[src/rtl/seg_display_scanner_pkg.sv]
// Shared constants for the multiplexed seven-segment scanner.
// Glyphs are active-low {g,f,e,d,c,b,a}.
package seg_display_scanner_pkg;

    localparam logic [6:0] BLANK_SEG = 7'h7F;

    localparam logic [6:0] SEG_0 = 7'h40;
    localparam logic [6:0] SEG_1 = 7'h79;
    localparam logic [6:0] SEG_2 = 7'h24;
    localparam logic [6:0] SEG_3 = 7'h30;
    localparam logic [6:0] SEG_4 = 7'h19;
    localparam logic [6:0] SEG_5 = 7'h12;
    localparam logic [6:0] SEG_6 = 7'h02;
    localparam logic [6:0] SEG_7 = 7'h78;
    localparam logic [6:0] SEG_8 = 7'h00;
    localparam logic [6:0] SEG_9 = 7'h10;
    localparam logic [6:0] SEG_A = 7'h08;
    localparam logic [6:0] SEG_B = 7'h03;
    localparam logic [6:0] SEG_C = 7'h46;
    localparam logic [6:0] SEG_D = 7'h21;
    localparam logic [6:0] SEG_E = 7'h06;
    localparam logic [6:0] SEG_F = 7'h0E;

    function automatic int clog2(input int value);
        int result;
        int rest;
        result = 0;
        rest   = value - 1;
        while (rest > 0) begin
            result++;
            rest = rest >> 1;
        end
        return result;
    endfunction

    // Select/counter width that never collapses to zero bits.
    function automatic int sel_width(input int value);
        return (value > 1) ? clog2(value) : 1;
    endfunction

endpackage

[src/rtl/seg_display_scanner_hex_to_7seg.sv]
// Combinational hex nibble to active-low seven-segment glyph decoder.
module hex_to_7seg
    import seg_display_scanner_pkg::*;
(
    input  logic [3:0] nibble,
    output logic [6:0] seg
);

    always_comb begin
        seg = BLANK_SEG;
        case (nibble)
            4'h0: seg = SEG_0;
            4'h1: seg = SEG_1;
            4'h2: seg = SEG_2;
            4'h3: seg = SEG_3;
            4'h4: seg = SEG_4;
            4'h5: seg = SEG_5;
            4'h6: seg = SEG_6;
            4'h7: seg = SEG_7;
            4'h8: seg = SEG_8;
            4'h9: seg = SEG_9;
            4'hA: seg = SEG_A;
            4'hB: seg = SEG_B;
            4'hC: seg = SEG_C;
            4'hD: seg = SEG_D;
            4'hE: seg = SEG_E;
            4'hF: seg = SEG_F;
            default: seg = BLANK_SEG;
        endcase
    end

endmodule

[src/rtl/seg_display_scanner.sv]
// Multiplexed seven-segment scanner with per-frame channel snapshots,
// auto-rotation, freeze and leading-zero blanking.
module seg_display_scanner
    import seg_display_scanner_pkg::*;
#(
    parameter int NUM_DIGITS    = 8,
    parameter int NUM_CH        = 4,
    parameter int REFRESH_DIV   = 100000,
    parameter int ROTATE_FRAMES = 256
) (
    input  logic                             Clk,
    input  logic                             Reset,
    input  logic [NUM_CH*NUM_DIGITS*4-1:0]   ch_data,
    input  logic [sel_width(NUM_CH)-1:0]     ch_sel,
    input  logic                             auto_rotate,
    input  logic                             blank_lz,
    input  logic                             freeze,
    output logic [6:0]                       out7,
    output logic [NUM_DIGITS-1:0]            en_out,
    output logic [sel_width(NUM_CH)-1:0]     cur_ch
);

    localparam int DATA_W = NUM_DIGITS * 4;
    localparam int CH_W   = sel_width(NUM_CH);
    localparam int DIG_W  = sel_width(NUM_DIGITS);
    localparam int PRE_W  = sel_width(REFRESH_DIV);
    localparam int FRM_W  = sel_width(ROTATE_FRAMES);

    logic [PRE_W-1:0]      presc;
    logic [DIG_W-1:0]      digit;
    logic [FRM_W-1:0]      frame_cnt;
    logic [DATA_W-1:0]     snapshot;
    logic [DATA_W-1:0]     sel_data;
    logic [CH_W-1:0]       manual_ch;
    logic [CH_W-1:0]       next_ch;
    logic                  tick;
    logic                  frame_end;
    logic [3:0]            nibble;
    logic [6:0]            glyph;
    logic                  blank_cur;
    logic [NUM_DIGITS-1:0] digit_onehot;
    logic [NUM_DIGITS-1:0] nz;

    assign tick      = (presc == PRE_W'(REFRESH_DIV - 1));
    assign frame_end = tick && (digit == DIG_W'(NUM_DIGITS - 1));
    assign manual_ch = (int'(ch_sel) < NUM_CH) ? ch_sel : '0;

    // Channel that becomes current if this is an unfrozen frame boundary.
    always_comb begin
        next_ch = cur_ch;
        if (!auto_rotate)
            next_ch = manual_ch;
        else if (frame_cnt == FRM_W'(ROTATE_FRAMES - 1))
            next_ch = (cur_ch == CH_W'(NUM_CH - 1)) ? '0 : cur_ch + CH_W'(1);
    end

    always_comb begin
        sel_data = '0;
        for (int unsigned c = 0; c < NUM_CH; c++)
            if (next_ch == CH_W'(c))
                sel_data = ch_data[c*DATA_W +: DATA_W];
    end

    always_comb begin
        nz = '0;
        for (int unsigned k = 0; k < NUM_DIGITS; k++)
            nz[k] = |snapshot[k*4 +: 4];
    end

    // Digit k is blankable when it and every higher nibble are zero.
    always_comb begin
        nibble       = '0;
        blank_cur    = 1'b0;
        digit_onehot = '0;
        for (int unsigned k = 0; k < NUM_DIGITS; k++) begin
            if (digit == DIG_W'(k)) begin
                nibble          = snapshot[k*4 +: 4];
                blank_cur       = blank_lz && (k != 0) && ((nz >> k) == '0);
                digit_onehot[k] = 1'b1;
            end
        end
    end

    hex_to_7seg u_hex_to_7seg (
        .nibble (nibble),
        .seg    (glyph)
    );

    always_ff @(posedge Clk or posedge Reset) begin
        if (Reset) begin
            presc     <= '0;
            digit     <= '0;
            frame_cnt <= '0;
            snapshot  <= '0;
            cur_ch    <= '0;
            out7      <= BLANK_SEG;
            en_out    <= '1;
        end else begin
            presc <= tick ? '0 : presc + PRE_W'(1);
            if (!auto_rotate)
                frame_cnt <= '0;
            if (tick) begin
                out7   <= blank_cur ? BLANK_SEG : glyph;
                en_out <= blank_cur ? '1 : ~digit_onehot;
                digit  <= frame_end ? '0 : digit + DIG_W'(1);
                if (frame_end && !freeze) begin
                    cur_ch   <= next_ch;
                    snapshot <= sel_data;
                    if (auto_rotate)
                        frame_cnt <= (frame_cnt == FRM_W'(ROTATE_FRAMES - 1))
                                     ? '0 : frame_cnt + FRM_W'(1);
                end
            end
        end
    end

endmodule
[config.mk]
export PLATFORM = sky130hd
export DESIGN_NAME = seg_display_scanner
export DESIGN_NICKNAME = d
export VERILOG_FILES = /design/src/rtl/seg_display_scanner_pkg.sv /design/src/rtl/seg_display_scanner_hex_to_7seg.sv /design/src/rtl/seg_display_scanner.sv
export SDC_FILE = /design/constraint.sdc
export NUM_CORES = 1
export LEC_CHECK = 0
export BUFFER_PORTS_ARGS = -buffer_cell sky130_fd_sc_hd__buf_4
export CAP_MARGIN = 20
export CORE_UTILIZATION = 35
export DETAILED_ROUTE_END_ITERATION = 10
export PLACE_DENSITY = 0.65
export SLEW_MARGIN = 30
export SYNTH_ARGS = -nofsm -noshare
export SYNTH_HDL_FRONTEND = slang
export SYNTH_HIERARCHICAL = 1
export SYNTH_SLANG_ARGS = --single-unit
[constraint.sdc]
create_clock -name Clk -period 3.9 [get_ports Clk]
set_input_delay 0.78 -clock Clk [delete_from_list [all_inputs] [get_ports Clk]]
set_output_delay 0.78 -clock Clk [all_outputs]
set_load 0.02 [all_outputs]
Word level (Yosys, flattened, before mapping)
Memory sizes are Yosys's and may differ from the RTL's.
Index checks and enable logic that the tools add are counted.
{"block": "totals", "rom_bits": 112, "out_inout_bits": 17, "mem_count": 1, "wordCells": 92, "reg_bits": 77}
{"block": "classes", "bitwise_logic": 1, "addsub": 4, "n_eq_ne": 13, "muxes": 39, "reduce_logical": 27}
{"memory": "(no name shown)", "depth": 16, "width": 7, "read_ports": 1, "rd_ports_with_merged_regs": 0, "wr": 0, "line": "seg_display_scanner_hex_to_7seg.sv:11", "rtl": "case (nibble)"}
{"op": "$mux 32", "n": 4}
{"op": "$logic_not 8->1", "n": 7}
{"op": "$mux 8", "n": 6}
{"op": "$mux 4", "n": 8}
{"op": "$reduce_or 4->1", "n": 7}
{"op": "$add 17x1->17 const B", "n": 1}
{"op": "$eq 17x17->1 const B", "n": 1}
{"op": "$mux 17", "n": 1}
{"op": "$mux 1", "n": 15}
{"op": "$eq 3x3->1 const B", "n": 4}
{"op": "$logic_and 1x1->1", "n": 9}
{"op": "$add 8x1->8 const B", "n": 1}
{"op": "$eq 8x8->1 const B", "n": 1}
{"op": "$not 8->8", "n": 1}
{"op": "$mux 7", "n": 1}
{"op": "$eq 2x2->1 const B", "n": 3}
{"op": "$eq 3x2->1 const B", "n": 2}
{"op": "$mux 2", "n": 3}
{"op": "$add 3x1->3 const B", "n": 1}
{"op": "$eq 3x1->1 const B", "n": 1}
{"op": "$logic_not 3->1", "n": 1}
{"op": "$mux 3", "n": 1}
{"op": "$add 2x1->2 const B", "n": 1}
{"op": "$eq 2x1->1 const B", "n": 1}
{"op": "3 further kinds", "n": 3}

Longest topological paths before layout
Gate-level depths: netlist (run 1).
{"block": "depth", "depth_word": 11, "ltp_mapped": 15, "depth_no_buf": 14}

By module
The synthesis (run 1) kept the hierarchy.
{"mod": "seg_display_scanner", "area_per_inst_um2": 4948.5, "cells_each": 486, "n_inst": 1}
{"mod": "hex_to_7seg", "area_per_inst_um2": 275.3, "cells_each": 32, "n_inst": 1}

Least setup slack after synthesis (run 1)
No wires, ideal clock.
{"block": "synth_path", "path_type": "reg2reg", "start": "register digit[1]", "end": "register out7[3]", "n_path_buf": 2, "required_ns": 3.807, "setup_time_ns": 0.093, "path_slack_ns": 0.615, "path_stages_with_launch": 15, "period_less_slack_ns": 3.285, "arrival_ns": 3.192, "cell_sequence": "dfrtp_1 > inv_1 > ha_1 > clkbuf_1 > clkbuf_1 > a221oi_1 > a2111oi_0 > a2111oi_0 > a21oi_1 > inv_1 > ha_1 > inv_1 > mux4_1 > nor2_1 > a21oi_1"}
{"block": "synth_via", "elab_chain_len": 11, "word_cells_on_any_way": 25, "cone_classes": "eq/ne: 7; mux: 16; reduce/logical: 1; memory: 1"}
{"element": "start: declaration", "line": "seg_display_scanner.sv:30", "rtl": "logic [DIG_W-1:0] digit;"}
{"element": "start signal: assignment", "line": "seg_display_scanner.sv:105", "rtl": "digit <= frame_end ? '0 : digit + DIG_W'(1);"}
{"element": "$logic_not 3->1", "line": "seg_display_scanner.sv:76", "rtl": "if (digit == DIG_W'(k)) begin"}
{"element": "$mux 4 (7 in a row)", "line": "seg_display_scanner.sv:76"}
{"element": "$mux 4 *", "line": "seg_display_scanner.sv:76"}
{"element": "net nibble[0]", "line": "seg_display_scanner.sv:38", "rtl": "logic [3:0] nibble;"}
{"element": "$mem_v2 16x7 *"}
{"element": "net glyph[3]", "line": "seg_display_scanner.sv:39", "rtl": "logic [6:0] glyph;"}
{"element": "$mux 7 *", "line": "seg_display_scanner.sv:103", "rtl": "out7 <= blank_cur ? BLANK_SEG : glyph;"}
{"element": "end signal: assignment", "line": "seg_display_scanner.sv:103"}
{"element": "end: declaration", "line": "seg_display_scanner.sv:18", "rtl": "output logic [6:0] out7,"}
The timed path passes the listed nets; every way through them passes the cells marked *.
A chain may end at the register's enable or synchronous reset.

Worst setup path in the final report (run 1)
{"block": "layout_path", "start": "register digit[0]", "end": "register out7[3]"}
The elaborated chain is that of the path after synthesis.

==> results of run 1 <==
layout make-up:
class	instances	area [µm²]	share of cell area [%]
Inverter	21	78.8	1.17
Multi-Input combinational cell	383	2930	43.5
Tap cell	184	230	3.42
Clock buffer	10	229	3.40
Timing Repair Buffer	160	1240	18.4
Sequential cell	77	1950	28.9
Clock inverter	6	86.3	1.28
worst paths after layout:
path	start	endpoint	slack, ns	cells after the start
max	digit[0]	out7[3]	0.48	12
max reg2reg	digit[0]	out7[3]	0.48	12
min in group asynchronous	Reset	snapshot[14]	0.61	3
min reg2reg	presc[14]	presc[14]	0.50	1
max in group asynchronous	Reset	cur_ch[1]	2.79	3
min	presc[14]	presc[14]	0.50	1
metrics by stage:
stage	setup slack, ns	power, µW
4_1_cts	0.463	1910
5_1_grt	0.235	1960
3_3_place_gp	0.650	1010
3_5_place_dp	0.497	1020
6_report	0.479	1890
2_1_floorplan	0.615	901
kinds of logic after synthesis:
group,after synthesis,share of synthesized area (%)
muxes,69,13.6
xor gates and xnor gates,15,2.52
DFF,77,37.2
AOI/OAI and AO/OA,109,18.4
buffers and inverters,58,6.90
and+or+nand+nor,174,17.6
adders and majority gates,16,3.83
per-layer routing:
metal	GRT usage (%)	part of all wire [%]	up-vias
met2	30.9	49	133
met1	22.3	44	2188
met4	4.84	1.3	0
met5	0	0	-
li1	-	-	2178
met3	3.16	5.8	15
registers in the layout, indices dropped and copies added (netlist names):
signal / cells
snapshot: 32
presc: 17
en_out: 8
frame_cnt: 8
out7: 7
digit: 3
cur_ch: 2
power by group through the flow:
stage	clock (µW)	sequential (µW)	combinational [µW]
2_1_floorplan	0	814	87.5
3_3_place_gp	0	814	199
3_5_place_dp	0	814	204
4_1_cts	909	800	204
5_1_grt	944	799	219
6_report	888	800	201
cells in the final DEF, fill, tap and decap left out, types with 8 or more instances in the layout:
master / n
inv_1: 20
ha_1: 16
mux2i_1: 67
a21oi_1: 17
dfrtp_1: 62
nand3_1: 8
o21ai_0: 13
nor2b_1: 8
dfstp_2: 15
xnor2_1: 8
a221oi_1: 13
nand2_1: 22
a2111oi_0: 8
a221oi_2: 22
buf_4: 155
clkbuf_16: 9
nor2_1: 78
worst max-delay path: cells and delay by family (launching register included):
family	cells	cell delay [ns]
AOI/OAI and AO/OA	5	1.16
adders and majority gates	2	0.82
muxes	1	0.47
DFF	1	0.41
buffers and inverters	3	0.36
and+or+nand+nor	1	0.12
==> impl_results.md, run 1 <==
- Warnings, synthesis: 6
- Clock Skews: 0.00504 ns
- Fin cells: 841
- Total grt overflow: 0
- Unrepaired setup endpoints after global routing: false
- Worst-path cell chain: inv_1 > ha_1 > a221oi_1 > a2111oi_0 > a2111oi_0 > a21oi_1 > inv_1 > ha_1 > inv_1 > mux4_1 > nor2_1 > a21oi_1
- Clock power share: 47.0%
- Min cycle time layout: 3.42 ns
- P_leak: 0.00334 µW
- Vias per std cell: 5.37
- List of most frequent post-synthesis cells: nor2_1 (78), mux2i_1 (67), dfrtp_1 (62)
- Critical-path top delay cell: ha_1
- Area leader, netlist: dfrtp_1
- Placed insts: 823
- Switching part of the total: 21.5%
- Routed WL per cell: 15.7 µm
- # resized after CTS: 0
- Synth-to-Final Area Change: 29.0%
- Final core utilization: 46.4%
- Total number of vias: 4,514
- Cell area after layout: 0.00674 mm²
- Crit-path max cell delay: 0.49 ns
- Crit end category: register
- Share of the synthesized area in the top cell type: 29.7%
- Worst min path class: reg2reg
- Setup TNS: 0 ns
- Layout cell share with drive strength beyond 1: 35.0%
- DRC viols: 0
- Fillcell total: 1,407
- Yosys cell types: 62
- Setup repair bufs after CTS: 0
- Detail Route Antenna Nets: 0
- Final-report hold violation count: 0
- Critical path class: reg2reg
- Post-Synthesis Net Count: 669
- Max_slew headroom: 49.1%
- Inserted Diodes: 0
- Drt total wl: 13.2 mm
- CTS clock-pin slew for the worst setup and hold paths: 0.06 ns
- Post-Syn Area per Cell: 10.1 µm²
- Fmax: 292 MHz
- Sequential area share after synthesis: 37.2%
- Internal power: 1480 µW
- Async SR Flop Fraction: 100%
- Power share of the combinational group: 10.6%
- Detailed placement HPWL: 9.97 mm
- DP Area: 0.00639 mm²
- CTS tree: built
- Synth Flop Type: dfrtp_1
- Ranking of synthesized cells by area: dfrtp_1 (30%), mux2i_1 (13%), dfstp_2 (7.5%)
- WHS: 0.498 ns
- Die area: 0.0154 mm²
- Share of power burned in registers: 42.3%
- Number of synthesized register bits: 77
- Synth Instances: 518
- Placer Congestion: 0.822
- CP Launch Type: register
- Die width: 124 µm
- # IOs: 152
- CP required: 4.16 ns
- Psw: 406 µW
- Global-route wire length before repair: 21.3 mm
- Max_cap viols: 0
- Final setup vio count: 0
- P per Cell Area: 280 mW/mm²
- Most used cell, CP: inv_1
- Drt first pass iters: 4
- H-Tree Depth: 3
- TritonCTS Buffers: 9
- Port Buf Inserts: 151
- Part of the cycle the worst path needs: 87.7%
- Core Area: 0.0145 mm²
- Post-synth EDFFs: 0
- Max Transition Viols Final: 0
- Clock Latency Late Sink: 0.34 ns
- Worst-path fanout max: 15
- Die height: 124 µm
- Most common cell in the netlist: nor2_1
- Status: finished, final reports clean
- Max VDD drop: 0.215 mV
- NumNets Final: 803
- GRT Util Overall: 17.7%
- Initial Utilization: 35.9%
- Sink Count: 77
- Vias in the first global route: 4,478
- Synth Cell Area: 0.00522 mm²
- CTS Hold Bufs: 0
- Data arrival time of the worst path: 3.68 ns
- Largest net degree at the start of global routing: 78
- Least-Margin Pin Slew: 0.752 ns
- Initial DRC count: 218
- Initial antenna violation count: 0
- Clk buf depth: 2
- CTS Root Cell: clkbuf_16
- Floorplan row count: 44
(Power assumes the default switching activity.)
==> inputs of run 2 (changes only) <==
Settings changed: CELL_PAD_IN_SITES_DETAIL_PLACEMENT set to 0, CELL_PAD_IN_SITES_GLOBAL_PLACEMENT set to 1, PLACE_DENSITY 0.65 to 0.79.
==> run 2 against run 1 <==
Sequential share of layout area down 0.13 points. Setup slack worse by 0.052 ns. Design area increased by 0.45%. Register-to-register slack lost 0.05 ns. Via count decreased by 1.4%. Core utilization is 0.21 points higher. Clock power up 16%. Global-route usage increased by 0.38 points. Routed wire length is 0.94% higher. Clock skew up 0.0029 ns.
==> impl_results.md, run 2 (same netlist as run 1, synthesis figures left out) <==
- Status: finished, final reports clean
- Internal power: 1630 µW
- Final-report hold violation count: 0
- Max_cap viols: 0
- CP Launch Type: register
- Drt total wl: 13.3 mm
- Vias per std cell: 5.30
- DRC viols: 0
- Switching part of the total: 19.7%
- Commonest non-fill, non-tap cell in the layout: buf_4
- Setup TNS: 0 ns
- Port Buf Inserts: 151
- Setup repair bufs after CTS: 0
- Biggest register: snapshot
- CTS tree: built
- Global-route wire length before repair: 21.6 mm
- Max_slew headroom: 49.3%
- Clock Skews: 0.00793 ns
- Crit-path max cell delay: 0.49 ns
- Most frequent cells in the layout: buf_4 (156), nor2_1 (78), mux2i_1 (67)
- Initial Utilization: 35.9%
- Clock Latency Late Sink: 0.33 ns
- Core Area: 0.0145 mm²
- Share of power burned in registers: 39.5%
- Worst min path class: reg2reg
- Die height: 124 µm
- Clk buf depth: 2
- TritonCTS Buffers: 9
- Placer Congestion: 0.883
- Clock power share: 50.7%
- Most used cell, CP: inv_1
- CTS Root Cell: clkbuf_16
- Part of the cycle the worst path needs: 89.0%
- Min cycle time layout: 3.47 ns
- CTS Hold Bufs: 0
- NumNets Final: 801
- CP required: 4.15 ns
- Detailed placement HPWL: 9.85 mm
- Die width: 124 µm
- Storage element area: 0.00195 mm²
- Data arrival time of the worst path: 3.72 ns
- P_leak: 0.00335 µW
- Critical path class: reg2reg
- Unrepaired setup endpoints after global routing: false
- Final setup vio count: 0
- Die area: 0.0154 mm²
- Power share of the combinational group: 9.8%
- Synth-to-Final Area Change: 29.6%
- Initial antenna violation count: 0
- Max Transition Viols Final: 0
- Vias in the first global route: 4,474
- Initial DRC count: 285
- Max VDD drop: 0.236 mV
- Psw: 399 µW
- Largest net degree at the start of global routing: 60
- Floorplan row count: 44
- Least-Margin Pin Slew: 0.750 ns
- Crit end category: register
- Fin cells: 839
- Routed WL per cell: 15.9 µm
- GRT Util Overall: 18.1%
- # IOs: 152
- Fillcell total: 1,377
- P per Cell Area: 300 mW/mm²
- R2r setup slk: 0.43 ns
- Layout cell share with drive strength beyond 1: 35.1%
- Detail Route Antenna Nets: 0
- Drt first pass iters: 4
- Total number of vias: 4,449
- Critical-path top delay cell: mux4_1
- Placed insts: 821
- Total grt overflow: 0
- Worst-path cell chain: inv_1 > ha_1 > a221oi_1 > a2111oi_0 > a2111oi_0 > a21oi_1 > inv_1 > ha_1 > inv_1 > mux4_1 > nor2_1 > a21oi_1
- Inserted Diodes: 0
- Fmax: 288 MHz
- Regs by FF count: snapshot: 32 flops, presc: 17 flops
- H-Tree Depth: 3
- Multi-input combinational cell area: 0.00293 mm²
- Final core utilization: 46.6%
- Sink Count: 77
- Worst-path fanout max: 13
- CTS clock-pin slew for the worst setup and hold paths: 0.06 ns
- Max FFs per register: 32
[run 2: cell types whose count changed in the layout (fill, tap and decap cells not counted)]
cell and delta:
clkinv_2 -1, buf_4 +1, bufinv_16 +2, buf_6 -2, clkinvlp_4 -1, clkbuf_8 +1, ha_2 +1, ha_1 -1
clkbuf_1 -1, inv_6 -1, inv_2 -1, buf_12 -1, clkinv_4 +2
[run 2: worst max-delay path: cells and delay by family, from the launching register on]
| kind | cells | cell delay, ns |
|---|---|---|
| AOI/OAI and AO/OA | 5 | 1.27 |
| adders and majority gates | 2 | 0.75 |
| muxes | 1 | 0.49 |
| DFF | 1 | 0.41 |
| buffers and inverters | 3 | 0.37 |
| and+or+nand+nor | 1 | 0.11 |
[run 2: final timing paths]
path,from,end,cells past startpoint
worst max-delay path,digit[0],out7[3],12
worst min-delay path,presc[14],presc[14],1
worst max register to register,digit[0],out7[3],12
worst min register to register,presc[14],presc[14],1
max in group asynchronous,Reset,snapshot[10],3
min in group asynchronous,Reset,snapshot[18],2
[run 2: layer usage]
layer,routed length [µm],up-vias,track usage [%]
met5,0,-,0
met2,6630,143,31.3
met1,5680,2121,23.0
li1,-,2171,-
met3,863,14,3.62
met4,155,0,4.54
[run 2: power groups by stage]
stage / logic [µW] / registers (µW) / clock network, µW
5_1_grt: 219 / 799 / 1080
6_report: 200 / 800 / 1030
3_3_place_gp: 200 / 814 / 0
4_1_cts: 204 / 800 / 1050
3_5_place_dp: 204 / 814 / 0
2_1_floorplan: 87.5 / 814 / 0
[run 2: layout make-up]
class | instances | share of cell area, %
clock buffers | 10 | 3.53
clock inverters | 6 | 1.98
inverters | 21 | 1.24
multi-input cells | 383 | 43.3
flip-flops and latches | 77 | 28.7
well taps | 184 | 3.40
repair buffers | 158 | 17.8
[run 2: timing repair]
item                                   CTS  global route
setup endpoints to repair                0             1
gates resized for setup                  0             1
endpoints found under the hold margin    0             0
[run 2: per-stage QoR]
step	setup slack (ns)	hold slack, ns	cell area [µm²]	total power (µW)
2_1_floorplan	0.615	0.449	5220	901
3_3_place_gp	0.487	0.471	6360	1010
3_5_place_dp	0.274	0.476	6360	1020
4_1_cts	0.251	0.485	6730	2060
5_1_grt	0.149	0.497	6770	2100
6_report	0.427	0.480	6770	2030
==> inputs of run 3 (changes only) <==
Settings changed: ABC_AREA set to 1, CELL_PAD_IN_SITES_DETAIL_PLACEMENT 0 to 2, CELL_PAD_IN_SITES_GLOBAL_PLACEMENT 1 to 2, CORE_UTILIZATION 35 to 28, HOLD_SLACK_MARGIN set to 0.05, PLACE_DENSITY 0.79 to 0.87.
==> run 3 against run 2 <==
Non-clock buffer count decreased by 2. Core utilization decreased by 9.3 points. Highest routed layer unchanged. Critical path depth increased by 8. Global-route usage increased by 2.7 points. Clock-buffer cell count increased by 2. Sequential share of layout area decreased by 1.2 points. Setup slack improved by 0.29 ns. Design area increased by 4.3%. Hold slack got worse by 0.014 ns. Combinational power increased by 72%. Routed wire length increased by 50%. Register-to-register slack improved by 0.29 ns.
==> impl_results.md, run 3 <==
- Least-Margin Pin Slew: 0.712 ns
- Placer Congestion: 0.838
- Crit path launch: digit[1]
- Yosys cell types: 40
- Synth Instances: 802
- Warnings, synthesis: 6
- Drt total wl: 20.0 mm
- Worst-path fanout max: 6
- Sink Count: 77
- Min cycle time layout: 3.18 ns
- Fmax: 314 MHz
- Clock Skews: 0.00848 ns
- Detail Route Antenna Nets: 0
- Reg2reg path depth: 20
- CTS Root Cell: clkbuf_16
- # resized after CTS: 0
- Multi-input combinational cell area: 0.00293 mm²
- Die height: 142 µm
- Number of synthesized register bits: 77
- Storage element area: 0.00195 mm²
- Post-synth EDFFs: 0
- DRC viols: 0
- Die area: 0.0201 mm²
- R2r setup slk: 0.72 ns
- TritonCTS Buffers: 9
- Worst r2r src: digit[1]
- Max Transition Viols Final: 0
- Initial Utilization: 28.9%
- CTS clock-pin slew for the worst setup and hold paths: 0.06 ns
- Total grt overflow: 0
- NumNets Final: 1,085
- List of most frequent post-synthesis cells: nand2_1 (257), inv_1 (98), nand3_1 (89)
- Async SR Flop Fraction: 100%
- Met3 wire length: 1.01 mm
- Sequential area share after synthesis: 35.6%
- CTS Hold Bufs: 0
- Max_cap viols: 0
- Status: finished, final reports clean
- Die width: 142 µm
- Worst min path class: reg2reg
- Core Area: 0.0190 mm²
- # IOs: 152
- Reg2reg end: out7[1]
- Max FFs per register: 32
- Initial antenna violation count: 0
- Met2 WL: 9.62 mm
- Max VDD drop: 0.139 mV
- Final setup vio count: 0
- Inserted Diodes: 0
- Post-Synthesis Net Count: 953
- Share of the synthesized area in the top cell type: 28.4%
- Most common cell in the netlist: nand2_1
- Synth-to-Final Area Change: 29.0%
- Floorplan row count: 50
- Layout cell share with drive strength beyond 1: 24.1%
- Port Buf Inserts: 151
- H-Tree Depth: 3
- Vias per std cell: 4.86
- Global-route wire length before repair: 32.7 mm
- Largest net degree at the start of global routing: 40
- Ranking of synthesized cells by area: dfrtp_1 (28%), nand2_1 (18%), nand3_1 (8.1%)
- CTS tree: built
- Detailed placement HPWL: 15.5 mm
- Unrepaired setup endpoints after global routing: false
- Commonest non-fill, non-tap cell in the layout: nand2_1
- Critical path class: reg2reg
- Metal-1 WL: 8.98 mm
- DR top layer: met4
- Regs by FF count: snapshot: 32 flops, presc: 17 flops
- Most frequent cells in the layout: nand2_1 (257), buf_4 (156), inv_1 (97)
- Setup repair bufs after CTS: 0
- Clock Latency Late Sink: 0.35 ns
- Crit path to: out7[1]
- Final-report hold violation count: 0
- Initial DRC count: 186
- Fillcell total: 2,319
- Biggest register: snapshot
- Synth Cell Area: 0.00547 mm²
- Part of the cycle the worst path needs: 81.7%
- P_leak: 0.00390 µW
- Drt first pass iters: 4
- Crit end category: register
- Data arrival time of the worst path: 3.46 ns
- Vias in the first global route: 6,410
- Routed WL per cell: 16.7 µm
- Post-Syn Area per Cell: 6.82 µm²
- WHS: 0.466 ns
- P per Cell Area: 291 mW/mm²
- Synth Flop Type: dfrtp_1
- Area leader, netlist: dfrtp_1
- Setup TNS: 0 ns
- Clk buf depth: 2
- Max_slew headroom: 52.1%
- CP Launch Type: register
- CP required: 4.18 ns
- Total number of vias: 5,823
- Hold wc startpoint: presc[0]
- GRT Util Overall: 20.7%
run 3: per-layer routing:
metal	up-vias	global-route usage, %
li1	2814	-
met1	2838	26.1
met2	147	35.2
met3	24	4.59
met4	0	6.68
met5	-	0
run 3: cell type report:
type / count / area share [%]
multi-input cells: 588 / 41.6
clock inverters: 4 / 0.674
repair buffers: 156 / 16.6
clock buffers: 12 / 3.49
flip-flops and latches: 77 / 27.6
well taps: 260 / 4.61
inverters: 102 / 5.50
run 3: logic make-up after synthesis:
logic type,Yosys count,synth area share [%]
simple gates,454,37.2
buf+inv,137,10.9
compound gates,106,10.6
flops,77,35.6
fa+ha+maj,16,3.66
xor+xnor,10,1.60
mux,2,0.412
run 3: critical path, stage by stage (launching register included):
cell      delay [ns]
dfrtp_1         0.41
inv_1           0.13
ha_1            0.21
inv_1           0.12
nor2_1          0.28
nand2_1         0.09
nand3_1         0.10
o21ai_0         0.09
o21ai_0         0.18
nor2_1          0.06
o211ai_1        0.17
nand2_1         0.07
nand2_1         0.18
inv_1           0.16
ha_1            0.33
nand3_1         0.11
nand2_1         0.07
nor2_1          0.12
nand3_1         0.11
nand2_1         0.09
inv_1           0.04
run 3: worst min path at each step:
stage / to / cells after the start
after floorplan: presc[0] / 1
after global placement: presc[0] / 1
after detailed placement: presc[0] / 1
after CTS: presc[0] / 1
after global routing: presc[0] / 1
final: presc[0] / 1
run 3: power by group:
part / total, µW / switching (µW) / internal [µW]
Sequential: 854 / 27.6 / 827
Clock: 854 / 343 / 512
Combinational: 345 / 189 / 156
Total: 2050 / 559 / 1490
run 3: per-stage QoR:
step / std cells / worst slack (ns) / utilization [%] / power (µW) / area [µm²]
6_report: 1199 / 0.715 / 37.2 / 2050 / 7060
5_1_grt: 1199 / 0.365 / 37.2 / 2140 / 7060
2_1_floorplan: 802 / 1.18 / - / 1050 / 5470
3_5_place_dp: 1183 / 0.750 / 35.7 / 1220 / 6760
3_3_place_gp: 1183 / 1.08 / 35.7 / 1200 / 6760
4_1_cts: 1199 / 0.712 / 37.2 / 2080 / 7060
